===== src/rtl/in_arb_if.sv =====
// rtl/in_arb_if.sv - byte stream bundle between requesters A/B, the arbiter and the IN channel
interface in_arb_if;
  logic [7:0] a_data_i;
  logic       a_valid_i;
  logic       a_ready_o;
  logic [7:0] b_data_i;
  logic       b_valid_i;
  logic       b_ready_o;
  logic [7:0] in_data_o;
  logic       in_valid_o;
  logic       in_ready_i;
  logic [1:0] grant_o;

  modport slave (
    input  a_data_i, a_valid_i, b_data_i, b_valid_i, in_ready_i,
    output a_ready_o, b_ready_o, in_data_o, in_valid_o, grant_o
  );

  modport master (
    output a_data_i, a_valid_i, b_data_i, b_valid_i, in_ready_i,
    input  a_ready_o, b_ready_o, in_data_o, in_valid_o, grant_o
  );
endinterface


===== src/rtl/in_arb.sv =====
// rtl/in_arb.sv - round-robin burst arbiter of two byte requesters onto one IN channel
module in_arb #(
  parameter int BURST_LEN = 8
) (
  input  logic    clk_i,
  input  logic    rst_i,
  in_arb_if.slave bus
);

  typedef enum logic [1:0] {IDLE, GNT_A, GNT_B} state_t;

  localparam logic [7:0] LAST_CNT = 8'(BURST_LEN - 1);

  state_t     state, state_nxt;
  logic [7:0] cnt, cnt_nxt;
  logic       last_b, last_b_nxt;
  logic       xfer;

  always_ff @(posedge clk_i or posedge rst_i) begin
    if (rst_i) begin
      state  <= IDLE;
      cnt    <= 8'h00;
      last_b <= 1'b1;
    end else begin
      state  <= state_nxt;
      cnt    <= cnt_nxt;
      last_b <= last_b_nxt;
    end
  end

  // Data path is a pure mux on the owner; only the grant decision is registered.
  always_comb begin
    state_nxt     = state;
    cnt_nxt       = cnt;
    last_b_nxt    = last_b;
    xfer          = 1'b0;
    bus.grant_o   = 2'b00;
    bus.in_data_o = 8'h00;
    bus.in_valid_o = 1'b0;
    bus.a_ready_o = 1'b0;
    bus.b_ready_o = 1'b0;

    case (state)
      IDLE: begin
        cnt_nxt = 8'h00;
        if (bus.a_valid_i && (!bus.b_valid_i || last_b))
          state_nxt = GNT_A;
        else if (bus.b_valid_i)
          state_nxt = GNT_B;
      end

      GNT_A: begin
        bus.grant_o    = 2'b01;
        bus.in_data_o  = bus.a_data_i;
        bus.in_valid_o = bus.a_valid_i;
        bus.a_ready_o  = bus.in_ready_i;
        xfer           = bus.a_valid_i & bus.in_ready_i;
        if (!bus.a_valid_i) begin
          state_nxt  = IDLE;
          last_b_nxt = 1'b0;
        end else if (xfer) begin
          cnt_nxt = cnt + 8'd1;
          if (cnt == LAST_CNT) begin
            state_nxt  = IDLE;
            last_b_nxt = 1'b0;
          end
        end
      end

      GNT_B: begin
        bus.grant_o    = 2'b10;
        bus.in_data_o  = bus.b_data_i;
        bus.in_valid_o = bus.b_valid_i;
        bus.b_ready_o  = bus.in_ready_i;
        xfer           = bus.b_valid_i & bus.in_ready_i;
        if (!bus.b_valid_i) begin
          state_nxt  = IDLE;
          last_b_nxt = 1'b1;
        end else if (xfer) begin
          cnt_nxt = cnt + 8'd1;
          if (cnt == LAST_CNT) begin
            state_nxt  = IDLE;
            last_b_nxt = 1'b1;
          end
        end
      end

      default: state_nxt = IDLE;
    endcase
  end

endmodule


===== src/flat_wrapper.sv =====
// flat-port wrapper written by rule: the top's interface ports become plain ports
module in_arb_flat 
#(
  parameter int BURST_LEN = 8
)
  (clk_i, rst_i, bus_a_data_i, bus_a_valid_i, bus_b_data_i, bus_b_valid_i, bus_in_ready_i, bus_a_ready_o, bus_b_ready_o, bus_in_data_o, bus_in_valid_o, bus_grant_o);
  in_arb_if bus_i ();
  input  logic clk_i;
  input  logic rst_i;
  input wire logic [$bits(bus_i.a_data_i)-1:0] bus_a_data_i;
  input wire logic [$bits(bus_i.a_valid_i)-1:0] bus_a_valid_i;
  input wire logic [$bits(bus_i.b_data_i)-1:0] bus_b_data_i;
  input wire logic [$bits(bus_i.b_valid_i)-1:0] bus_b_valid_i;
  input wire logic [$bits(bus_i.in_ready_i)-1:0] bus_in_ready_i;
  output wire logic [$bits(bus_i.a_ready_o)-1:0] bus_a_ready_o;
  output wire logic [$bits(bus_i.b_ready_o)-1:0] bus_b_ready_o;
  output wire logic [$bits(bus_i.in_data_o)-1:0] bus_in_data_o;
  output wire logic [$bits(bus_i.in_valid_o)-1:0] bus_in_valid_o;
  output wire logic [$bits(bus_i.grant_o)-1:0] bus_grant_o;
  assign bus_i.a_data_i = bus_a_data_i;
  assign bus_i.a_valid_i = bus_a_valid_i;
  assign bus_i.b_data_i = bus_b_data_i;
  assign bus_i.b_valid_i = bus_b_valid_i;
  assign bus_i.in_ready_i = bus_in_ready_i;
  assign bus_a_ready_o = bus_i.a_ready_o;
  assign bus_b_ready_o = bus_i.b_ready_o;
  assign bus_in_data_o = bus_i.in_data_o;
  assign bus_in_valid_o = bus_i.in_valid_o;
  assign bus_grant_o = bus_i.grant_o;
  in_arb #(.BURST_LEN(BURST_LEN)) u_core (.clk_i(clk_i), .rst_i(rst_i), .bus(bus_i));
endmodule

===== config.mk =====
export PLATFORM = sky130hd
export DESIGN_NAME = in_arb_flat
export DESIGN_NICKNAME = d
export VERILOG_FILES = /design/src/rtl/in_arb_if.sv /design/src/rtl/in_arb.sv /design/src/flat_wrapper.sv
export SDC_FILE = /design/constraint.sdc
export NUM_CORES = 1
export LEC_CHECK = 0
export CORE_MARGIN = 1.5
export CORE_UTILIZATION = 40
export CTS_CLUSTER_DIAMETER = 50
export DETAILED_ROUTE_END_ITERATION = 7
export PLACE_DENSITY = 0.75
export RECOVER_POWER = 25
export SYNTH_ARGS = -nofsm -noshare
export SYNTH_HDL_FRONTEND = slang
export SYNTH_SLANG_ARGS = --single-unit

===== constraint.sdc =====
create_clock -name clk_i -period 2.7 [get_ports clk_i]
set_input_delay 0.54 -clock clk_i [delete_from_list [all_inputs] [get_ports clk_i]]
set_output_delay 0.54 -clock clk_i [all_outputs]
set_load 0.1 [all_outputs]

==> results of run 1 <==
cell usage after synthesis (2+ instances only):
cell type / n / area (um^2)
sky130_fd_sc_hd__a21oi_1: 4 / 20.0
sky130_fd_sc_hd__a22oi_1: 9 / 67.6
sky130_fd_sc_hd__nand2_1: 7 / 26.3
sky130_fd_sc_hd__ha_1: 5 / 62.6
sky130_fd_sc_hd__inv_1: 6 / 22.5
sky130_fd_sc_hd__nor2_1: 14 / 52.6
sky130_fd_sc_hd__o31ai_1: 3 / 22.5
sky130_fd_sc_hd__and2_1: 4 / 25.0
sky130_fd_sc_hd__a41oi_1: 2 / 17.5
sky130_fd_sc_hd__o21ai_0: 9 / 45.0
sky130_fd_sc_hd__nand2b_1: 2 / 12.5
sky130_fd_sc_hd__nand3_1: 3 / 15.0
sky130_fd_sc_hd__clkbuf_1: 3 / 11.3
sky130_fd_sc_hd__dfrtp_1: 10 / 250
sky130_fd_sc_hd__or3_1: 2 / 12.5
sky130_fd_sc_hd__a21bo_2: 2 / 20.0
kinds of logic after synthesis:
kind of cell / after synthesis
compound gates: 34
fa+ha+maj: 5
buf+inv: 10
flops: 11
simple gates: 39
final timing paths:
path | slack, ns | endpoint | depth (start not counted)
worst max register to register | 0.69 | u_core.state[0]$_DFFE_PP0P_ | 6
worst min-delay path | 0.51 | u_core.last_b$_DFFE_PP1P_ | 1
worst max-delay path | 0.32 | bus_in_data_o[4] | 6
min in group asynchronous | 0.70 | u_core.cnt[2]$_DFFE_PP0P_ | 2
worst min register to register | 0.51 | u_core.last_b$_DFFE_PP1P_ | 1
max in group asynchronous | 1.67 | u_core.last_b$_DFFE_PP1P_ | 2
power groups by stage:
stage	clock (W)	sequential, W	combinational [W]
after floorplan	0	0.000230	0.000939
after global placement	0	0.000235	0.00130
after detailed placement	0	0.000236	0.00132
after CTS	0.000120	0.000233	0.00132
after global routing	0.000125	0.000239	0.00139
final	0.000116	0.000234	0.00131
cell type report:
class	instances	area, um^2
timing repair buffer	35	450
fill	161	566
tap	27	33.8
multi-input combinational	78	587
inverter	6	22.5
clock buffer	4	26.3
sequential	11	277
layout by cell type, fill, tap and decap left out, types with 2 or more instances in the layout:
cell type	count
sky130_fd_sc_hd__ha_1	4
sky130_fd_sc_hd__inv_1	6
sky130_fd_sc_hd__nand3_1	3
sky130_fd_sc_hd__o21ai_0	9
sky130_fd_sc_hd__buf_4	4
sky130_fd_sc_hd__buf_12	11
sky130_fd_sc_hd__o31ai_1	3
sky130_fd_sc_hd__dfrtp_1	10
sky130_fd_sc_hd__a22oi_1	9
sky130_fd_sc_hd__nand2_1	7
sky130_fd_sc_hd__or3_1	2
sky130_fd_sc_hd__clkdlybuf4s50_1	19
sky130_fd_sc_hd__nand2b_1	2
sky130_fd_sc_hd__a41oi_1	2
sky130_fd_sc_hd__a21bo_2	2
sky130_fd_sc_hd__nor2_4	9
sky130_fd_sc_hd__and2_1	4
sky130_fd_sc_hd__clkbuf_4	3
sky130_fd_sc_hd__a21oi_1	4
sky130_fd_sc_hd__nor2_1	5
state kept, by name (all words and copies together) (netlist names):
name,cells
u_core.state,2
u_core.last_b,1
u_core.cnt,8
routing by layer:
metal / track usage [%] / part of all wire, % / up-vias
li1: - / - / 433
met1: 25.2 / 43 / 418
met2: 34.7 / 48 / 35
met3: 3.70 / 6.9 / 5
met4: 11.0 / 2.0 / 0
met5: 0 / 0 / -
metrics by stage:
stage	instances	power, W	setup WS [ns]	instance area [um^2]	utilization [%]
4_1_cts	161	0.00167	0.313	1400	71.2
2_1_floorplan	99	0.00117	0.0349	905	-
3_5_place_dp	157	0.00155	0.461	1370	69.8
3_3_place_gp	157	0.00154	0.492	1370	69.8
6_report	161	0.00166	0.321	1400	71.2
5_1_grt	161	0.00175	0.197	1400	71.2
==> results.txt, run 1 <==
- Initial DRC Count: 34
- Cell family with the largest share of critical-path delay: buffers and inverters
- On the critical path, the stage with the largest delay is an instance of sky130_fd_sc_hd__ha_1.
- The clock passes through at most 2 buffers.
- TritonCTS built the clock tree.
* Number of buffers inserted to repair setup after CTS: 0
- The first global-routing pass estimated just under 4000 um of wire.
- Critical Path, Cell by Cell: inv_1 > ha_1 > inv_1 > buf_4 > nor2_4 > buf_12
* Total Neg Setup Slack: 0 ns
- The worst register-to-register path begins at u_core.state[0]$_DFFE_PP0P_.
- The worst hold path begins at u_core.last_b$_DFFE_PP1P_.
- Die Width: between 40 and 50 um
* Detailed-router iteration count before antenna repair: 4
- # rows: 16
- In this run, the clock network consumes 7.0% of the power.
- In the synthesized netlist the dominant register cell turns out to be sky130_fd_sc_hd__dfrtp_1.
- After synthesis, the largest family of logic cells by area is compound AO/OA/AOI/OAI gates.
- Synthesis produced around 100 cells.
* Routability-driven placement congestion ratio: ~0.79
* Share of power burned in registers: 14.1%
- Total wirelength of the detailed-routed design: 2260 um
- Net switching is between 50 and 60% of the power.
* Area of the mapped netlist: approximately 830 um^2
- During I/O placement, the number of pins put on the boundary was 34.
- Layout Nets: 161
* Setup repair after global routing missed its margin: false
* Initial core utilization: 42.5%
* Via density: between 5 and 6
* Level count of the clock H-tree: 1
- CTS Sinks: 11
* Post-synthesis share of cell area spent on and, or, nand and nor gates: between 20% and 30%
- Count of buffers inserted at the top-level ports: 33
- Multiplexer area fraction after synthesis: 0%
* Max-cap violation count: 0
* Antenna cell count: 0
- GRT overflow: 0
- Number of warnings reported in the yosys synthesis log: 0
- Data required time at the worst endpoint: ~2.2 ns
- Synthesis instantiated 30 different standard cells from the library.
- Number of gates resized after CTS: 0
- A synthesized cell averages 8.43 um^2.
- Number of antenna violations at the first check in global routing: 0
* Fraction of the mapped netlist area in compound gates: ~28%
- For the worst-skew pair, the clock arrives at the later sink with an insertion delay of approximately 0.28 ns.
- Pin slew with the least headroom to its limit: 0.468 ns
- Summed over all nets, the half-perimeter wirelength after detailed placement is 1780 um.
- DRC errors left: 0
- VDD IR max: 0.834 mV
- The cell that appears most often on the critical path is sky130_fd_sc_hd__inv_1.
- The critical path starts at u_core.state[0]$_DFFE_PP0P_.
- Post-synth EDFFs: 0
* Proportion of layout cells with a drive suffix above 1: between 20% and 30%
- CTS Hold Buffers Added: 0
* Crit path largest cell delay: ~0.45 ns
- Summing over every cut layer, the via total after detailed routing is slightly below 900.
- Buffers plus inverters on the worst setup path: 4
- In this run the tightest slew margin relative to its limit is 68.8%.
- The final critical path takes up 88.1% of the cycle.
- TritonCTS Buffers: 3
- Path class of the lowest-slack min-delay path: reg -> reg
- Number of global-route vias before repair: just under 900
- Area overhead of the layout relative to synthesis: 67.3%
- For this run, asynchronously set or reset flops after synthesis account for between 90% and 100%.
* Xor-xnor portion of the synthesized cell area: 0%
- The max-slew violation total from the final report was 0.
* Overall die area: 2370 um^2
* Crit path max fanout: 8
- Type of element capturing the critical path: output pin
- Of the total synthesized cell area, the portion taken by full adders, half adders and majority gates is between 7 and 8%.
- Clock slew seen by the registers of the worst setup and hold paths: 0.07 ns
- Start-to-end type of the worst setup path: reg -> out
* Height of the chip: ~49 um
- The final count of hold timing violations is 0.
- Lkg Pwr: 0.542 nW
* Count of nets left with antenna violations after detail routing: 0
- The worst setup path is launched from a register.
* Maximum number of pins on one net before global-route repair: 15
* Routed length per instance: 14.0 um
* Status: completed
* Max frequency: approximately 420 MHz
- The number of nets in the synthesized netlist is 125.
* Pwr Density: 1190 nW/um^2
- Total of flip-flops plus latches after synthesis: 11
* Fin crit period: about 2.4 ns
- Core ar.: 1960 um^2
- Cell internal power was estimated by the tool at 0.000712 W.
- The share of total power dissipated in combinational logic is between 70% and 80%.
- Proportion of synthesized chip area in sequential cells: 33.1%
- For this design the total switching power over the nets is between 0.0009 and 0.001 W.
* Cell at the root of the clock tree: sky130_fd_sc_hd__clkbuf_4
- Worst clock skew: ~0.0033 ns
- Final hold analysis gives a worst-case slack of between 0.5 and 0.6 ns.
- Setup violations remaining at the end of the flow were counted as 0.
- Total track usage: between 20% and 30%
- Data on the critical path arrives at its endpoint at about 1.8 ns.
Note: power is estimated with default switching activity, not from simulation.
==> run 2, diff against run 1 <==
CORE_MARGIN = not set   (was 1.5)
==> run 2 against run 1 <==
  * Count of clock-buffer cells in the layout unchanged
  * Routed wire length rose by 0.75%
  * Register-to-register slack is essentially flat
  * Setup slack lost 0.020 ns
  * Clock skew down 0.00097 ns
  * Sequential power about the same
  * Critical path type unchanged
  * Global-route usage is 0.75 points higher
  * Clock power is essentially flat
  * Via count is 3.0% lower
==> results.txt, run 2 (synthesis gave the netlist of run 1 again) <==
- The library cell used most frequently in the layout, excluding fill and tap cells, is sky130_fd_sc_hd__clkdlybuf4s50_1.
- The overflow left after global routing is 0 (unchanged).
- Core ar.: 1960 um^2 (unchanged)
* DRC errors left: 0 (unchanged)
- The area enclosed by the die boundary was 2270 um^2 (-4.1%).
* Register with the most flip-flops: u_core.cnt
- The peak supply drop was 0.849 mV (+1.7%).
* Number of global-route vias before repair: 803 (-8.8%)
* Detailed-router iteration count before antenna repair: 4 (unchanged)
- The relative contribution of the clock network to total power was 6.8% (-0.2 points).
* Highest-count cells in the layout ignoring fill and taps: sky130_fd_sc_hd__clkdlybuf4s50_1, sky130_fd_sc_hd__buf_12, sky130_fd_sc_hd__dfrtp_1
* Path class of the lowest-slack min-delay path: reg -> reg
* Antenna cell count: 0 (unchanged)
- Routability-driven placement congestion ratio: 0.813 (+2.9%)
- Setup repair after global routing missed its margin: false
- The endpoint required time on the critical path came to 2.16 ns (about the same).
- The number of I/O pins came to 34 (unchanged).
- The flow ran to the end, and the final reports show no timing, DRC or antenna violations.
* Count of buffers inserted at the top-level ports: 33 (unchanged)
- The fraction of final layout cells with drive strength greater than 1 came to 25.4% (unchanged).
- Tightest hold margin: 0.513 ns (-0.000496 ns)
- TritonCTS Buffers: 3 (unchanged)
- The final count of hold timing violations is 0 (unchanged).
- Number of gates resized after CTS: 0 (unchanged)
- Startpoint class of the critical path: register
- Power Internal: 0.000712 W (-0.10%)
- Leading registers by flop count: u_core.cnt (8), u_core.state (2), u_core.last_b (1)
- CP Launch Point: u_core.state[0]$_DFFE_PP0P_
- The global-route usage over all layers came to 21.5% (+0.75 points).
- The vertical die dimension came to 47.7 um (-2.1%).
- The post-route fraction of the period consumed by the critical path was 88.8% (+0.72 points).
* Worst slew slack as a fraction of its limit: 68.0% (-0.76 points)
- Via density: 5.37 (-3.0%)
- Latest clock arrival within the worst-skew pair: 0.27 ns (about the same)
- The critical path arrival was 1.86 ns (+0.02 ns).
* Maximum number of pins on one net before global-route repair: 15 (unchanged)
* Layout Nets: 161 (unchanged)
- Total Neg Setup Slack: 0 ns (unchanged)
- In this run the critical register-to-register path is launched from u_core.state[0]$_DFFE_PP0P_.
* Flip-flop count of the largest register, all copies and words added: 8 (unchanged)
- Wire length of the first global-routing pass: 3400 um (-13%)
* Pin slew with the least headroom to its limit: 0.480 ns (+0.0114 ns)
- The initial antenna violation count is 0 (unchanged).
- By startpoint and endpoint, the worst setup path is classified as reg -> out.
* Fin crit period: 2.40 ns (+0.0195 ns)
- Lkg Pwr: 0.542 nW (unchanged)
- Clock slew seen by the registers of the worst setup and hold paths: 0.07 ns (about the same)
- The post-detailed-route count of antenna-violating nets is 0 (unchanged).
* Routed length per instance: 14.2 um (+0.75%)
- The fraction of power spent switching nets is 57.3% (+0.12 points).
* Area overhead of the layout relative to synthesis: 67.3% (unchanged)
- Crit path max fanout: 8 (unchanged)
- TritonCTS built the clock tree.
- The maximum clock skew at final layout is 0.00234 ns (-0.000975 ns).
* Number of buffers on the longest clock path: 2 (unchanged)
- Number of endpoints failing setup at the final stage: 0 (unchanged)
- The startpoint identified for the worst hold timing path is u_core.last_b$_DFFE_PP1P_.
* Detail Placement HPWL: 1750 um (-1.8%)
- The power share of the combinational group is 79.1% (+0.2 points).
* Type of element capturing the critical path: output pin
- Share of power burned in registers: 14.1% (about the same)
- The first-iteration detailed-routing DRC count was 9 (-74%).
* Max frequency: 417 MHz (-0.81%)
- Filler instances: 172 (+6.8%)
- The initial standard-cell utilization of the core came to 42.5% (unchanged).
* Die Width: 47.7 um (-2.1%)
* Number of buffers inserted to repair setup after CTS: 0 (unchanged)
- The max-capacitance violation count came to 0 (unchanged).
* CTS Sinks: 11 (unchanged)
- P_sw: 0.000953 W (+0.38%)
- CTS Hold Buffers Added: 0 (unchanged)
- Pins Over Slew Limit: 0 (unchanged)
* Cell at the root of the clock tree: sky130_fd_sc_hd__clkbuf_4
- Total number of vias: 864 (-3.0%)
* Pwr Density: 1190 nW/um^2 (+0.17%)
- # rows: 16 (unchanged)
- Level count of the clock H-tree: 1 (unchanged)
* Total wirelength of the detailed-routed design: 2280 um (+0.75%)
run 2: critical path, cell delays in order (launching register included):
cell	delay (ns)
sky130_fd_sc_hd__dfrtp_1	0.41
sky130_fd_sc_hd__inv_1	0.08
sky130_fd_sc_hd__ha_1	0.45
sky130_fd_sc_hd__inv_1	0.11
sky130_fd_sc_hd__buf_4	0.21
sky130_fd_sc_hd__nor2_4	0.14
sky130_fd_sc_hd__buf_12	0.18
run 2: routing by layer:
layer	part of all wire (%)	GRT usage, %
met1	44	27.4
met5	0	0
met3	10	2.26
met2	45	36.4
met4	0.57	10.0
run 2: power groups by stage:
stage	combinational [W]	clock (W)	sequential, W
2_1_floorplan	0.000939	0	0.000230
3_3_place_gp	0.00130	0	0.000235
3_5_place_dp	0.00133	0	0.000237
4_1_cts	0.00133	0.000120	0.000234
5_1_grt	0.00139	0.000126	0.000240
6_report	0.00132	0.000114	0.000234
run 2: final timing paths:
| path | to | slack (ns) | cells past startpoint |
|---|---|---|---|
| setup / recovery | bus_in_data_o[1] | 0.30 | 6 |
| hold / removal | u_core.last_b$_DFFE_PP1P_ | 0.51 | 1 |
| setup reg to reg | u_core.state[0]$_DFFE_PP0P_ | 0.69 | 6 |
| hold reg to reg | u_core.last_b$_DFFE_PP1P_ | 0.51 | 1 |
| max in group asynchronous | u_core.last_b$_DFFE_PP1P_ | 1.67 | 2 |
| min in group asynchronous | u_core.state[0]$_DFFE_PP0P_ | 0.70 | 2 |
run 2: cell type report:
| cell class | count | area, um^2 | area share (%) |
|---|---|---|---|
| clock buffer | 4 | 26.3 | 1.88 |
| sequential | 11 | 277 | 19.8 |
| multi-input combinational | 78 | 587 | 42.0 |
| tap | 27 | 33.8 | 2.42 |
| timing repair buffer | 35 | 450 | 32.3 |
| inverter | 6 | 22.5 | 1.61 |
run 2: stage by stage:
| stage | setup WS, ns | power [W] | area (um^2) | util, % | cells |
|---|---|---|---|---|---|
| finish | 0.302 | 0.00166 | 1400 | 71.2 | 161 |
| global placement | 0.491 | 0.00154 | 1370 | 69.8 | 157 |
| detailed placement | 0.471 | 0.00156 | 1370 | 69.8 | 157 |
| CTS | 0.291 | 0.00168 | 1400 | 71.2 | 161 |
| floorplan | 0.0349 | 0.00117 | 905 | - | 99 |
| global route | 0.171 | 0.00176 | 1400 | 71.2 | 161 |
==> run 3, diff against run 2 <==
CORE_UTILIZATION = 35   (was 40)
GPL_ROUTABILITY_DRIVEN = 0   (was not set)
PLACE_DENSITY = 0.71   (was 0.75)
==> run 3 against run 2 <==
  * Count of clock-buffer cells in the layout unchanged
  * Die area up 14%
  * Global-route usage fell by 2.4 points
  * Cell area shrank 0.45%
  * Setup slack lost 0.042 ns
  * Hold slack gained 0.0015 ns
  * Critical path type unchanged
  * Cell count did not move
  * Combinational power is essentially flat
  * Clock skew about the same
  * Register-to-register slack improved by 0.02 ns
  * Maximum frequency fell by 1.7%
  * First-iteration DRC count increased to 3.3 times the previous value
  * Largest power group unchanged
==> results.txt, run 3 (synthesis gave the netlist of run 1 again) <==
- The sequential power share came to 14.4% (+0.3 points).
- The total clock buffers created by CTS was 3 (unchanged).
* Power Internal: 0.000697 W (-2.1%)
- Most common cell after layout, fill and taps aside: sky130_fd_sc_hd__clkdlybuf4s50_1
- The first-pass GRT wire length came to 3710 um (+9.1%).
- The power per unit of standard cell area came to 1180 nW/um^2 (-1.2%).
- In the layout the commonest cells are sky130_fd_sc_hd__clkdlybuf4s50_1, sky130_fd_sc_hd__buf_12, sky130_fd_sc_hd__dfrtp_1.
- Data required time at the worst endpoint: 2.16 ns (about the same)
- Worst r2r path cells: 6 (unchanged)
- Maximum number of pins on one net before global-route repair: 15 (unchanged)
* P_sw: 0.000940 W (-1.4%)
- CTS Hold Buffers Added: 0 (unchanged)
- The final routed wirelength across all metal layers is 2240 um (-1.9%).
- The count of input and output buffers came to 33 (unchanged).
- Initial DRC Count: 30 (+21)
- The row count was 17 (+1).
* GRT overflow: 0 (unchanged)
- The normalized max-slew margin was 68.9% (+0.88 points).
- The number of sinks on the clock net came to 11 (unchanged).
- Total Neg Setup Slack: 0 ns (unchanged)
- The path with the worst hold slack has its endpoint at u_core.last_b$_DFFE_PP1P_.
- The layer flagged by global routing as most heavily used is met2.
* Filler instances: 193 (+12%)
- Number of endpoints failing setup at the final stage: 0 (unchanged)
* Number of buffers on the longest clock path: 2 (unchanged)
* Register with the most flip-flops: u_core.cnt
* Status: completed
- Source of the worst register-to-register timing path: u_core.state[0]$_DFFE_PP0P_
- Via density: 5.55 (+3.5%)
- The worst setup path is launched from a register.
* Lkg Pwr: 0.537 nW (-0.87%)
- The count of instances resized after the clock tree is built was 0 (unchanged).
- The final HPWL from detailed placement came to 1750 um (-0.27%).
* Area of combinational cells with multiple inputs: 587 um^2 (unchanged)
* Height of the chip: 50.8 um (+6.6%)
- Overall die area: 2580 um^2 (+14%)
* Fin crit period: 2.44 ns (+0.0419 ns)
- Proportion of layout cells with a drive suffix above 1: 24.8% (-0.56 points)
- Met1 track utilization from global routing: 19.5% (-7.9 points)
- The post-CTS setup buffer count was 0 (unchanged).
- The total core area came to 2230 um^2 (+14%).
* Worst Hold Path Cells: 1 (unchanged)
* Detailed-router iteration count before antenna repair: 4 (unchanged)
- Switching power as a share of total power: 57.4% (+0.19 points)
- Combinational group share of total power: 78.8% (-0.3 points)
- The peak clock frequency supported by timing was 410 MHz (-1.7%).
- Clock network power share: 6.8% (about the same)
- Setup repair after global routing missed its margin: false
* Fin crit share: 90.4% (+1.6 points)
* Crit path max fanout: 11 (+3)
* Worst r2r dst: u_core.state[0]$_DFFE_PP0P_
- The via count of the first global-routing pass was 860 (+7.1%).
- The final routed wire length divided by cell count is 13.9 um (-1.9%).
- The maximum clock skew at final layout came to 0.00226 ns (-0.0000765 ns).
- CTS tree: built
- The area taken by flip-flops and latches is 277 um^2 (unchanged).
- Die Width: 50.8 um (+6.6%)
- Flip-flop count of the largest register, all copies and words added: 8 (unchanged)
* Worst reg2reg setup slack: 0.71 ns (+0.02 ns)
* Met3 Resource Use GR: 4.17% (+1.9 points)
- Path class of the lowest-slack min-delay path: reg -> reg
- Worst Setup Slack post-DPL: 0.476 ns (+0.00551 ns)
- In this run the clock root is driven by a sky130_fd_sc_hd__clkbuf_4.
- VDD IR max: 0.769 mV (-9.4%)
* Ports: 34 (unchanged)
- Antenna cell count: 0 (unchanged)
* Total track usage: 19.0% (-2.4 points)
* Max-cap violation count: 0 (unchanged)
* Number of antenna violations at the first check in global routing: 0 (unchanged)
* GR Layer Usage met2: 35.8% (-0.66 points)
* Level count of the clock H-tree: 1 (unchanged)
- Minimum setup slack in the final design: 0.260 ns (-0.0419 ns)
- The startpoint identified for the worst hold timing path is u_core.last_b$_DFFE_PP1P_.
- The initial standard-cell utilization of the core is 37.4% (-5.2 points).
- The final routed DRC violation total came to 0 (unchanged).
- Start-to-end type of the worst setup path: reg -> out
- Arrival time at the worst endpoint: 1.90 ns (+0.04 ns)
- The via count is 894 (+3.5%).
- Pin slew with the least headroom to its limit: 0.466 ns (-0.0131 ns)
- Leading registers by flop count: u_core.cnt (8), u_core.state (2), u_core.last_b (1)
* Pins Over Slew Limit: 0 (unchanged)
* Latest clock arrival within the worst-skew pair: 0.27 ns (about the same)
* Type of element capturing the critical path: output pin
- The final count of hold timing violations came to 0 (unchanged).
- Area overhead of the layout relative to synthesis: 66.6%
* Layout Nets: 160 (-0.62%)
- Clock slew seen by the registers of the worst setup and hold paths: 0.07 ns (about the same)
- The post-detailed-route count of antenna-violating nets is 0 (unchanged).
run 3: cell types whose count changed in the layout (fill, tap and decap cells not counted), sizes merged:
cell,change
buf,-1
run 3: power by group through the flow:
| stage | registers (W) | clock network, W | logic, W |
|---|---|---|---|
| global placement | 0.000236 | 0 | 0.00128 |
| finish | 0.000235 | 0.000111 | 0.00129 |
| detailed placement | 0.000237 | 0 | 0.00130 |
| floorplan | 0.000230 | 0 | 0.000939 |
| CTS | 0.000235 | 0.000116 | 0.00131 |
| global route | 0.000241 | 0.000123 | 0.00137 |
run 3: layer usage:
layer / routed length, um / up-vias
met5: 0 / -
met4: 14 / 0
met3: 217 / 2
met2: 1100 / 42
met1: 906 / 414
li1: - / 436
run 3: worst max-delay path by stage:
stage                                      from          endpoint  cells after the start
CTS                 u_core.state[0]$_DFFE_PP0P_  bus_in_data_o[7]                      6
floorplan           u_core.state[1]$_DFFE_PP0P_     bus_a_ready_o                      4
finish              u_core.state[0]$_DFFE_PP0P_  bus_in_data_o[5]                      6
global placement                  bus_a_valid_i    bus_in_valid_o                      4
global route        u_core.state[0]$_DFFE_PP0P_  bus_in_data_o[7]                      6
detailed placement                bus_a_valid_i    bus_in_valid_o                      4
run 3: critical path, cell delays in order, from the launching register on:
cell and delay, ns:
sky130_fd_sc_hd__dfrtp_1 0.40, sky130_fd_sc_hd__inv_1 0.08, sky130_fd_sc_hd__ha_1 0.45, sky130_fd_sc_hd__inv_1 0.11, sky130_fd_sc_hd__buf_4 0.24, sky130_fd_sc_hd__nor2_4 0.16, sky130_fd_sc_hd__buf_12 0.18
run 3: through the flow:
stage / total power, W / util [%] / hold WS [ns] / cell area [um^2] / cells
floorplan: 0.00117 / - / 0.392 / 905 / 99
detailed placement: 0.00154 / 61.1 / 0.502 / 1360 / 157
CTS: 0.00166 / 62.2 / 0.518 / 1390 / 161
global route: 0.00173 / 62.2 / 0.536 / 1390 / 161
finish: 0.00164 / 62.2 / 0.515 / 1390 / 161
global placement: 0.00152 / 61.1 / 0.496 / 1360 / 157
run 3: final cells by class:
cell class,instances,area share (%)
Clock buffer,4,1.89
Inverter,6,1.62
Multi-Input combinational cell,78,42.2
Sequential cell,11,19.9
Tap cell,28,2.52
Timing Repair Buffer,34,31.9
